File: config.mk
export PLATFORM = sky130hd
export DESIGN_NAME = uart_byte_rx
export DESIGN_NICKNAME = d
export VERILOG_FILES = /design/src/rtl/uart_byte_rx.sv
export SDC_FILE = /design/constraint.sdc
export NUM_CORES = 1
export LEC_CHECK = 0
export CAP_MARGIN = 20
export CORE_ASPECT_RATIO = 0.8
export CORE_MARGIN = 5
export CORE_UTILIZATION = 51
export CTS_BUF_LIST = sky130_fd_sc_hd__clkbuf_16
export DETAILED_ROUTE_END_ITERATION = 8
export PLACE_DENSITY = 0.71
export SLEW_MARGIN = 25
export SYNTH_ARGS = -nofsm -noshare
export SYNTH_HDL_FRONTEND = slang
export SYNTH_SLANG_ARGS = --single-unit
export TNS_END_PERCENT = 50
File: constraint.sdc
create_clock -name i_sysclk -period 1.6 [get_ports i_sysclk]
set_input_delay 0.32 -clock i_sysclk [delete_from_list [all_inputs] [get_ports i_sysclk]]
set_output_delay 0.32 -clock i_sysclk [all_outputs]
set_load 0.05 [all_outputs]
File: src/rtl/uart_byte_rx.sv
// uart_byte_rx
//
// Receives 8N1 UART frames (LSB first, line idles high) from the UART byte
// transmitter. The default parameters give 9600 baud from a 50 MHz clock.
// The serial line goes through a two-flop synchroniser, and a third flop is
// used for edge detection. The receiver checks the start bit at mid-bit and
// samples each data bit at mid-bit. It sets o_data only when a frame is good
// and reports the result with a one-cycle strobe.
//
// Ports
//   i_sysclk     in   1  system clock
//   i_rst_n      in   1  synchronous active-low reset
//   i_uart_rx    in   1  asynchronous serial input, idles high
//   o_data       out  8  last good byte
//   o_rx_done    out  1  one-cycle pulse, o_data holds a new byte
//   o_frame_err  out  1  one-cycle pulse, the stop bit was sampled low
//   o_busy       out  1  high from the start edge until the FSM is back in IDLE
//   o_led        out  1  exists only when UART_RX_LED_EN is defined; toggles
//                        on every o_rx_done pulse
//
// Build option: define UART_RX_LED_EN to add the o_led port and its toggle.
//
// state  | meaning
// -------+-----------------------------------------------------------------
// IDLE   | waiting for a falling edge on the synchronised line
// START  | checking the start bit at its midpoint (a high level = false start)
// DATA   | sampling data bits 0..STATE_COUNTER_MAX at their midpoints
// STOP   | sampling the stop bit, then strobing done or frame error

module uart_byte_rx #(
  parameter logic [12:0] BAUD_COUNTER_MAX  = 13'd5207,
  parameter logic [12:0] SAMPLE_POINT      = 13'd2603,
  parameter logic [2:0]  STATE_COUNTER_MAX = 3'd7
) (
  input  logic       i_sysclk,
  input  logic       i_rst_n,
  input  logic       i_uart_rx,
  output logic [7:0] o_data,
  output logic       o_rx_done,
  output logic       o_frame_err,
  output logic       o_busy
`ifdef UART_RX_LED_EN
  ,
  output logic       o_led
`endif
);

  localparam logic [1:0] ST_IDLE  = 2'd0;
  localparam logic [1:0] ST_START = 2'd1;
  localparam logic [1:0] ST_DATA  = 2'd2;
  localparam logic [1:0] ST_STOP  = 2'd3;

  logic        rx_s1_q, rx_s2_q, rx_s3_q;
  logic [1:0]  state_q, state_d;
  logic [12:0] baud_cnt_q, baud_cnt_d;
  logic [2:0]  bit_idx_q, bit_idx_d;
  logic [7:0]  shift_q, shift_d;
  logic [7:0]  data_q, data_d;
  logic        done_q, done_d;
  logic        ferr_q, ferr_d;
  logic        busy_q, busy_d;
`ifdef UART_RX_LED_EN
  logic        led_q, led_d;
`endif

  logic start_edge;
  logic sample_hit;

  assign start_edge = rx_s3_q & ~rx_s2_q;
  assign sample_hit = (baud_cnt_q == SAMPLE_POINT);

  always_comb begin
    state_d    = state_q;
    baud_cnt_d = baud_cnt_q;
    bit_idx_d  = bit_idx_q;
    shift_d    = shift_q;
    data_d     = data_q;
    done_d     = 1'b0;
    ferr_d     = 1'b0;
    busy_d     = busy_q;
`ifdef UART_RX_LED_EN
    led_d      = led_q;
`endif

    // The counter runs freely through the whole frame. The START decision is
    // taken at SAMPLE_POINT, so every later SAMPLE_POINT hit falls in the
    // middle of the next bit.
    if (state_q != ST_IDLE) begin
      if (baud_cnt_q == BAUD_COUNTER_MAX) begin
        baud_cnt_d = 13'd0;
      end else begin
        baud_cnt_d = baud_cnt_q + 13'd1;
      end
    end

    case (state_q)
      ST_IDLE: begin
        baud_cnt_d = 13'd0;
        if (start_edge) begin
          state_d = ST_START;
          busy_d  = 1'b1;
        end
      end

      ST_START: begin
        if (sample_hit) begin
          if (rx_s2_q) begin
            state_d = ST_IDLE;
            busy_d  = 1'b0;
          end else begin
            state_d   = ST_DATA;
            bit_idx_d = 3'd0;
          end
        end
      end

      ST_DATA: begin
        if (sample_hit) begin
          shift_d[bit_idx_q] = rx_s2_q;
          if (bit_idx_q == STATE_COUNTER_MAX) begin
            state_d = ST_STOP;
          end else begin
            bit_idx_d = bit_idx_q + 3'd1;
          end
        end
      end

      ST_STOP: begin
        // Returning at mid-stop-bit leaves half a bit to catch the start
        // edge of a frame that follows with no idle time.
        if (sample_hit) begin
          state_d = ST_IDLE;
          busy_d  = 1'b0;
          if (rx_s2_q) begin
            data_d = shift_q;
            done_d = 1'b1;
`ifdef UART_RX_LED_EN
            led_d  = ~led_q;
`endif
          end else begin
            ferr_d = 1'b1;
          end
        end
      end

      default: begin
        state_d = ST_IDLE;
        busy_d  = 1'b0;
      end
    endcase
  end

  always_ff @(posedge i_sysclk) begin
    if (!i_rst_n) begin
      rx_s1_q    <= 1'b1;
      rx_s2_q    <= 1'b1;
      rx_s3_q    <= 1'b1;
      state_q    <= ST_IDLE;
      baud_cnt_q <= 13'd0;
      bit_idx_q  <= 3'd0;
      shift_q    <= 8'h00;
      data_q     <= 8'h00;
      done_q     <= 1'b0;
      ferr_q     <= 1'b0;
      busy_q     <= 1'b0;
`ifdef UART_RX_LED_EN
      led_q      <= 1'b0;
`endif
    end else begin
      rx_s1_q    <= i_uart_rx;
      rx_s2_q    <= rx_s1_q;
      rx_s3_q    <= rx_s2_q;
      state_q    <= state_d;
      baud_cnt_q <= baud_cnt_d;
      bit_idx_q  <= bit_idx_d;
      shift_q    <= shift_d;
      data_q     <= data_d;
      done_q     <= done_d;
      ferr_q     <= ferr_d;
      busy_q     <= busy_d;
`ifdef UART_RX_LED_EN
      led_q      <= led_d;
`endif
    end
  end

  assign o_data      = data_q;
  assign o_rx_done   = done_q;
  assign o_frame_err = ferr_q;
  assign o_busy      = busy_q;
`ifdef UART_RX_LED_EN
  assign o_led       = led_q;
`endif

endmodule

Word-level counts from Yosys, hierarchy flattened
Cells that the tools add are included.
{ "op_classes": {"addsub": 2, "order_cmp": 2, "n_eq_ne": 14, "mux": 23, "n_bitwise": 3, "n_reduce_logical": 12} }
{ "ops": {"columns": ["operator", "count"], "rows": [
  ["$ne A2 B2 Y1 const B", 8],
  ["$reduce_and A5 Y1", 3],
  ["$add A13 B1 Y13 const B", 1],
  ["$eq A13 B12 Y1 const B", 1],
  ["$eq A13 B13 Y1 const B", 1],
  ["$mux W13", 1],
  ["$mux W2", 6],
  ["$mux W3", 4],
  ["$bwmux W8", 1],
  ["$pmux W2 S4", 1],
  ["$mux W1", 7],
  ["$pmux W3 S2", 1],
  ["$reduce_and A3 Y1", 2],
  ["$eq A2 B2 Y1 const B", 2],
  ["$lt A3 B4 Y1 const B", 1],
  ["$reduce_bool A2 Y1", 2],
  ["$add A3 B1 Y3 const B", 1],
  ["$demux W1 S3", 1],
  ["$eq A3 B3 Y1 const B", 1],
  ["$ge A3 B1 Y1 const B", 1],
  ["$pmux W1 S3", 1],
  ["$reduce_bool A3 Y1", 1],
  ["$eq A2 B1 Y1 const B", 1],
  ["$logic_not A2 Y1", 1],
  ["other kinds (5)", 6]
]} }
{ "word_totals": {"reg_bits": 40, "input_bits": 3, "output_inout_bits": 11, "word_cells": 67} }

Longest topological paths before layout
Gate-level depths: netlist (run 1).
{ "logic_depth": {"depth_word": 5, "depth_mapped": 6, "depth_no_buf": 6} }

Worst setup path before layout (run 1)
No wires, ideal clock.
{ "synth_path": {"path_kind": "register to register", "from": "register baud_cnt_q[0]", "to": "register shift_q[1]", "setup_ns": 0.131, "arrival_ns": 1.600, "required_time_ns": 1.469, "slack_ns": -0.131, "stages_incl_launch_ff": 6, "path_buffers": 0, "synth_period_minus_slack_ns": 1.731, "cell_sequence": "dfxtp_1 -> ha_1 -> nor4b_4 -> nand4_2 -> o311ai_1 -> o41ai_1"} }
{ "synth_via": {"elab_chain_len": 2} }
{ "synth_rtl": {"columns": ["element", "line", "rtl"], "rows": [
  ["from (decl)", "55", "logic [12:0] baud_cnt_q, baud_cnt_d;"],
  ["from (signal assigned)", "174", "baud_cnt_q <= baud_cnt_d;"],
  ["$eq A13 B12 Y1", "70", "assign sample_hit = (baud_cnt_q == SAMPLE_POINT);"],
  ["$reduce_and A2 Y1 (no line)", null, null],
  ["to (signal assigned)", "176", "shift_q <= shift_d;"],
  ["to (decl)", "57", "logic [7:0] shift_q, shift_d;"]
]} }
No other way between the ends.
A chain may end at the register's enable or synchronous reset.

Worst setup path in the final report (run 1)
{ "layout_path": {"from": "register baud_cnt_q[0]", "to": "register shift_q[0]"} }
Same word-level chain as after synthesis.

==> results.md, run 1 <==
Power:
- The total chip power is 1993 uW.
- The power density over the cells is ~870 nW/um^2.
- The analysis attributes to cell leakage a power of 0.0009360 uW.
- The worst-case IR drop observed on VDD is around 0.00065 V.

Die:
- The floorplan step defined a die boundary enclosing 4723 um^2.
- The effective utilization at floorplan is 52.00%.
- The vertical die dimension is between 60 and 70 um.
- The number of placed I/O pins is 14.
- The floorplan step defined a core boundary enclosing 3376 um^2.
- The floorplan has 19 rows.
- Measured along the x axis, the die boundary spans 75.60 um.

Yosys:
- In this run the biggest area consumer among cell types represents 45.62% of the synthesized area.
- The synthesis warning total is 0.
- Summed over all instances, the cell type with the most area after synthesis is dfxtp_1.
- The net count of the mapped netlist is ~190.
- The average instance in the mapped netlist occupies about 9.6 um^2.
- The number of instances in the synthesized netlist is 183.
- The count of distinct cell types in the synthesized netlist is 42.
- The sequential-to-total area share from yosys stat is ~46%.
- The flip-flop and latch count after synthesis is 40.
- Ranked by total cell area, the synthesized netlist is headed by dfxtp_1 46%, mux2i_1 6.3%, nor2_1 5.3%, xnor2_1 4.5%, o211ai_1 2.6%.
- The cell area after technology mapping is 1755 um^2.

Place:
- Port buffering added 13 buffers.
- The congestion estimate from routability-driven global placement came to 0.8580.
- The HPWL reported at the end of detailed placement is 2779 um.
- The total instance count after detailed placement is 250.
- At the placement stage, the worst setup path has a slack of -0.05999 ns.

Worst setup path:
- The setup slack of the most critical reg-to-reg path is 0.04 ns.
- The kind of start point of the critical path is a flop.
- The capture instance of the worst register-to-register path is shift_q[0]$_SDFFE_PN0P_.
- The worst setup path is of the reg2reg kind.
- The type of element capturing the critical path is a flop.
- At the worst endpoint, the arrival time is approximately 1.7 ns.
- At the worst endpoint, the required time is 1.77 ns.
- The worst register-to-register path begins at baud_cnt_q[0]$_SDFFE_PP0N_.
- The number of cells on the worst reg-to-reg path is 6.
- Along the worst path, the maximum fanout reaches 7.

Global route:
- Entering global routing, the biggest net connects 22 pins.
- For this run, the total global-route usage over all layers was measured as 18.65%.
- Summed over all layers, the global routing overflow is 0.
- The initial antenna violation count came to 0.
- The global-route wire length before repair is 6913 um.
- The number of global-route vias before repair came to 1,462.

Job:
- The max-cap violation count is 0.

Timing:
- Across all hold checks on the routed design, the worst slack comes to 0.4168 ns.
- The remaining max-slew budget at the tightest pin is 75.18%.
- The transition time at the pin with the least slew margin is 0.3671 ns.
- The worst clock skew is 0.006377 ns.
- The number of hold violations in the final report is 0.
- Setup repair after global routing could not meet its margin everywhere.
- The post-route fraction of the period consumed by the critical path is 97.68%.
- The final critical-path setup slack is 0.03704 ns.
- Setup violations remaining at the end of the flow were counted as 0.
- For the finished layout, the period the worst path requires is 1.563 ns.
- Derived from the worst setup path, the maximum achievable clock frequency is approximately 640 MHz.
- The number of slew-limit violations in the final report is 0.

Clocking:
- No sink is reached through more buffers than the 2 on the longest clock path.
- Clock latency on the worst-skew pair, taken at its later pin, is 0.28 ns.
- Counting every sink on the clock net gives 40.
- The total CTS buffers is 5.
- The clock transition time at the flip-flop clock pins of the worst setup and hold paths is roughly 0.06 ns.
- The CTS tree is done.
- CTS placed an instance of clkbuf_16 at the clock tree root.
- CTS built an H-tree with a depth of 2.

Finish:
- The fraction of layout instances using a drive strength above 1 is between 20% and 30%.
- The number of nets in the finished design is 224.
- The finished layout holds 261 standard cells, fillers aside.
- The area growth from synthesis to layout is 30.58%.
- The repair_antennas step left the layout with diodes totalling 0.

Hold path:
- The worst min-delay path category is reg2reg.
- The startpoint of the most critical hold path is rx_s1_q$_SDFF_PN1_.
- Along the worst hold path, the cell count comes to 1.
- The endpoint of the worst hold-timing path is rx_s2_q$_SDFF_PN1_.

Detailed routing:
- The total number of vias is 1,477.
- Wires add up to between 3000 and 4000 um.
- The average detailed-routed wire length per instance is 14.92 um.
- The first TritonRoute pass finished after 4 iterations.
- The detailed router finished its first iteration with 124 violations.
- After detailed routing, the number of vias per cell comes to 5.659.
- The DRC violation count after routing is 0.
- The count of nets left with antenna violations once routing finished came out at 0.

Outcome:
- The flow ran to the end, and the final reports show no timing, DRC or antenna violations.
==> registers in the layout, indices dropped and copies added (netlist names), named ones only <==
| register | cells |
|---|---|
| baud_cnt_q | 13 |
| o_data | 8 |
| shift_q | 8 |
| bit_idx_q | 3 |
| o_busy | 1 |
| o_frame_err | 1 |
| o_rx_done | 1 |
| rx_s1_q | 1 |
| rx_s2_q | 1 |
| rx_s3_q | 1 |
| state_q | 1 |
==> metal layers <==
| metal | up-vias | GRT usage (%) | part of all wire, % |
|---|---|---|---|
| li1 | 731 | - | - |
| met1 | 694 | 27.50 | 49 |
| met2 | 43 | 25.54 | 44 |
| met3 | 9 | 5.466 | 4.9 |
| met4 | 0 | 6.332 | 1.6 |
| met5 | - | 0 | 0 |
==> layout by cell type (no fill, tap or decap), types with 2 or more instances in the layout <==
cell type	netlist	layout
clkinv_1	1	2
dfxtp_1	40	32
nand4_1	4	4
nor4_1	3	3
mux2i_1	11	11
buf_6	1	2
o21ai_0	3	3
nor2_1	25	25
nand2_1	8	8
nand4_2	2	2
xnor2_1	9	9
buf_12	0	2
clkdlybuf4s50_1	0	2
o31ai_1	6	6
buf_4	0	32
dfxtp_4	0	2
nor4b_1	2	2
o211ai_1	6	6
nand2b_1	5	5
nand3_1	7	7
nor3_1	6	6
dfxtp_2	0	6
clkbuf_16	0	5
a21oi_1	3	3
inv_1	6	7
ha_1	3	2
==> synthesized netlist by cell type, drive strengths merged <==
cell and n:
nand2b 5, nand2 8, nand3b 1, o311ai 2, nor4bb 2, o2111ai 2, nor4 3, a21o 2
nor2b 1, and3 1, nand4 7, o21ai 3, clkbuf 6, o211a 1, a21oi 3, clkinv 1
o41ai 2, xor2 1, nand4bb 1, inv 6, xnor2 9, mux2i 11, nor3b 1, o211ai 6
nor4b 3, o221a 1, o31ai 6, nor2 25, dfxtp 40, ha 3, or3 1, nor3 6
and3b 1, nand3 7, a22o 1, buf 4
==> how the worst max path moves through the flow <==
stage	startpoint	endpoint	cells after the start
floorplan	baud_cnt_q[1]$_SDFFE_PP0N_	shift_q[1]$_SDFFE_PN0P_	5
global placement	baud_cnt_q[3]$_SDFFE_PP0N_	shift_q[5]$_SDFFE_PN0P_	6
detailed placement	baud_cnt_q[3]$_SDFFE_PP0N_	shift_q[0]$_SDFFE_PN0P_	5
CTS	baud_cnt_q[4]$_SDFFE_PP0N_	shift_q[5]$_SDFFE_PN0P_	6
global route	baud_cnt_q[6]$_SDFFE_PP0N_	shift_q[4]$_SDFFE_PN0P_	6
finish	baud_cnt_q[0]$_SDFFE_PP0N_	shift_q[0]$_SDFFE_PN0P_	6
==> final cells by class <==
class	instances	area (um^2)
clock inverters	3	15.01
multi-input cells	126	934.6
clock buffers	5	125.1
fillers	266	1084
repair buffers	38	322.8
inverters	7	26.28
well taps	42	52.55
flip-flops and latches	40	815.8
==> report_power, final <==
part / switching (uW) / internal [uW] / total, uW
logic: 35.4 / 22.6 / 58.0
registers: 4.09 / 1000 / 1000
clock network: 366 / 565 / 931
total: 405 / 1590 / 1990
==> metrics by stage <==
stage | area [um^2] | setup TNS (ns) | utilization (%)
3_5_place_dp | 2066 | -0.2362 | 61.19
6_report | 2292 | 0 | 67.90
2_1_floorplan | 1770 | -0.07423 | -
5_1_grt | 2292 | -0.2708 | 67.90
3_3_place_gp | 2066 | 0 | 61.19
4_1_cts | 2253 | 0 | 66.75
==> cell families after synthesis <==
group / Yosys count / synth area share [%]
and+or+nand+nor: 73 / 24.23
DFF: 40 / 45.62
AOI/OAI and AO/OA: 29 / 12.40
buffers and inverters: 17 / 4.347
muxes: 11 / 6.273
xor gates and xnor gates: 10 / 4.990
adders and majority gates: 3 / 2.139
==> critical path, stage by stage, from the launching register on <==
cell and delay (ns):
dfxtp_4 0.36, ha_4 0.14, nor4b_4 0.21, buf_6 0.17, nand4_4 0.12, buf_12 0.16, o41ai_2 0.29
==> repair_timing <==
item                       CTS  global route
gates resized for setup      8            10
hold buffers                 0             0
pin swaps                    1             7
setup endpoints to repair    6            32
setup buffers                2             1
Note: power is estimated with default switching activity, not from simulation.
==> run 2, diff against run 1 <==
--- a/config.mk
+++ b/config.mk
@@ -12,6 +12,7 @@
 export CTS_BUF_LIST = sky130_fd_sc_hd__clkbuf_16
 export DETAILED_ROUTE_END_ITERATION = 8
 export PLACE_DENSITY = 0.71
+export SETUP_SLACK_MARGIN = 0.4
 export SLEW_MARGIN = 25
 export SYNTH_ARGS = -nofsm -noshare
 export SYNTH_HDL_FRONTEND = slang
==> run 2 against run 1 <==
Largest cell class unchanged; fmax up 0.98%; critical endpoint unchanged; sequential power about the same; critical path type unchanged; critical path depth down 2.
==> results.md, run 2 (synthesis results as in run 1) <==
Finish:
- The area growth from synthesis to layout is 40.91%.
- Fill cells in the final layout number 235.
- The sequential cells in the finished layout cover a total of 828.3 um^2.
- Leaving out fill and tap cells, the most frequent cells in the layout are 30 x buf_4, 24 x nor2_1, 24 x dfxtp_1, 13 x dfxtp_2, 11 x mux2i_1.
- The fraction of layout instances using a drive strength above 1 is 38.57%.
- The register with the most flip-flops in the layout has 13 of them.
- The leading cell type in the layout, fill and taps excluded is buf_4.
- The diode insertion count for antenna repair is 0.
- The combined area of the multi-input logic cells is about 1000 um^2.
- The number of nets in the finished design is 228.
- The register with the most flip-flops in the final layout is baud_cnt_q.

Power:
- The static leakage is 0.0009725 uW.
- The largest voltage drop on the vdd net is 0.0006846 V.
- Dividing total power by cell area gives a power density of 885.0 nW/um^2.

Clocking:
- For the worst-skew pair, the clock arrives at the later sink with an insertion delay of 0.28 ns.
- The tree built by TritonCTS fans out to 40 sinks.
- The CTS tree is done.
- The clock root buffer master is clkbuf_16.
- The maximum root-to-sink buffer count is 2.
- The total of hold buffers inserted after clock tree synthesis is 0.
- The number of H-tree levels is 2.
- Clock-pin slew was measured on the worst setup and hold paths at 0.06 ns.
- The total CTS buffers is 5.

Worst setup path:
- In this design, the stage delay of the slowest critical-path cell is 0.42 ns.
- The critical path ends at shift_q[0]$_SDFFE_PN0P_.
- The critical path goes through nor3b_1 > nand4_4 > o311ai_2 > o41ai_1.
- The classification of the worst setup path is reg2reg.
- The number of buffers and inverters on the critical path is 0.
- STA puts the critical path data arrival time at 1.71 ns.
- The largest delay contributor family on the critical path is simple AND/OR/NAND/NOR gates.
- The master of the slowest instance on the critical path is nor3b_1.
- Measured in cells, the most critical reg-to-reg path has a length of 4.
- The critical path depth in cells is 4.
- The worst setup path is launched from a flop.
- The capture instance of the worst register-to-register path is shift_q[0]$_SDFFE_PN0P_.
- In this run the worst path has a maximum fanout of 8.
- At the worst endpoint, the required time is 1.76 ns.
- The setup check on the worst reg-to-reg path leaves a slack of 0.05 ns.
- The type of element capturing the critical path is a flop.

Detailed routing:
- In the routed design, unresolved DRC markers number 0.
- Summed over all layers, the routed wires come to 4382 um.
- The total number of vias is 1,529.
- The via count normalized by instance count is 5.770.
- The number of violations reported at the end of detailed-routing iteration 0 is 75.
- The pre-antenna-repair detailed-routing pass consisted of 4 iterations.
- The number of nets with antenna violations after routing is 0.
- The average detailed-routed wire length per instance is 16.54 um.

Timing:
- The number of slew-limit violations in the final report is 0.
- The number of hold violations in the final report is 0.
- The smallest clock period supported by the final layout is computed as 1.548 ns.
- The achievable clock frequency is 646.1 MHz.
- Setup violations remaining at the end of the flow were counted as 0.
- On the final layout, the worst hold slack is roughly 0.41 ns.
- The worst clock skew is roughly 0.0044 ns.
- For the pin with the worst max-slew slack, the measured transition is 0.4605 ns.
- Setup repair after global routing could not meet its margin everywhere.
- The final critical-path setup slack is roughly 0.052 ns.
- In the finished design, the share of the clock period the worst path needs comes to between 90% and 100%.
- Measured against its own limit, the worst slew margin works out to about 69%.

Die:
- From left edge to right edge, the die measures 75.60 um.
- The count of standard-cell rows is 19.
- 14 I/O pins were placed.
- In this run the standard cell core region covers about 3400 um^2.
- Measured along the y axis, the die boundary spans 62.48 um.
- The effective utilization at floorplan is 52.00%.
- The area enclosed by the die boundary is approximately 4700 um^2.

Global route:
- Global routing used a little over a quarter of the available met1 tracks.
- The global-route met3 utilization is 7.074%.
- The number of global-route vias before repair is roughly 1,500.
- The initial antenna violation count was 0.
- For this run, global-route usage on met2 was measured as 29.20%.
- Entering global routing, the biggest net connects 14 pins.
- The first global-routing pass estimated 7265 um of wire.
- For this run, the total global-route usage over all layers was measured as between 10% and 20%.
- The most used routing layer in global routing is met2.
- The overflow left after global routing is 0.

Place:
- In this run the tool buffered the top-level ports with 13 buffer cells.
- The routability-driven placement congestion ratio is 0.8379.
- The post-placement setup slack is -0.0008664 ns.
- The HPWL reported at the end of detailed placement is 2674 um.

Outcome:
- The run finished with clean final reports.

Hold path:
- The min-delay analysis places its worst path in the category reg2reg.

Job:
- The max-cap violation count is 0.
[run 2: cell count changes in the layout (fill, tap and decap cells not counted), moves of 2 or more]
| cell | delta |
|---|---|
| o31ai_2 | +3 |
| dfxtp_1 | -8 |
| nor4_2 | +2 |
| ha_1 | -2 |
| dfxtp_2 | +7 |
| nor4_1 | -3 |
| buf_6 | +6 |
| buf_4 | -2 |
| o31ai_1 | -3 |
| ha_2 | +2 |
[run 2: layout make-up]
class / count / area share (%)
clock buffer: 5 / 5.058
clock inverter: 3 / 1.720
inverter: 7 / 1.062
multi-input combinational: 127 / 42.19
sequential: 40 / 33.49
tap: 42 / 2.124
timing repair buffer: 41 / 14.37
[run 2: worst min-delay path by stage]
stage	startpoint	to	slack (ns)	cells after the start
2_1_floorplan	rx_s1_q$_SDFF_PN1_	rx_s2_q$_SDFF_PN1_	0.39	1
3_3_place_gp	rx_s1_q$_SDFF_PN1_	rx_s2_q$_SDFF_PN1_	0.40	1
3_5_place_dp	rx_s1_q$_SDFF_PN1_	rx_s2_q$_SDFF_PN1_	0.40	1
4_1_cts	rx_s1_q$_SDFF_PN1_	rx_s2_q$_SDFF_PN1_	0.42	1
5_1_grt	rx_s1_q$_SDFF_PN1_	rx_s2_q$_SDFF_PN1_	0.45	1
6_report	rx_s1_q$_SDFF_PN1_	rx_s2_q$_SDFF_PN1_	0.41	1
[run 2: what timing repair did]
action / CTS / global route
pin swaps: 14 / 7
gates cloned: 1 / 0
endpoints found under the setup margin: 37 / 37
resized for setup: 31 / 17
buffers inserted: 6 / 2
[run 2: where the power goes]
part	switching, uW	internal [uW]	total, uW
clock network	390	732	1120
logic	37.5	24.8	62.3
registers	7.57	998	1010
[run 2: worst register-to-register path: cells and delay by family (launching register included)]
kind,cells,cell delay [ns]
simple gates,2,0.64
flops,1,0.40
compound gates,2,0.39
[run 2: stage by stage]
stage	area (um^2)	TNS (ns)	total power [uW]	cells	utilization, %
CTS	2386	0	2201	263	70.68
global route	2474	-0.0001923	2263	265	73.28
floorplan	1770	-0.07321	1063	183	-
detailed placement	2038	-0.001682	1087	248	60.38
global placement	2038	0	1085	248	60.38
finish	2474	0	2189	265	73.28
[run 2: metal layers]
| metal | wire length, um | part of all wire [%] |
|---|---|---|
| met5 | 0 | 0 |
| met3 | 197 | 4.5 |
| met4 | 74 | 1.7 |
| met2 | 2097 | 48 |
| met1 | 2012 | 46 |
==> run 3, diff against run 2 <==
--- a/config.mk
+++ b/config.mk
@@ -11,6 +11,7 @@
 export CORE_UTILIZATION = 51
 export CTS_BUF_LIST = sky130_fd_sc_hd__clkbuf_16
 export DETAILED_ROUTE_END_ITERATION = 8
+export HOLD_SLACK_MARGIN = 0.08
 export PLACE_DENSITY = 0.71
 export SETUP_SLACK_MARGIN = 0.4
 export SLEW_MARGIN = 25
==> results of run 3 <==
Same layout as run 2: the final DEF is identical, and so are final timing and power.
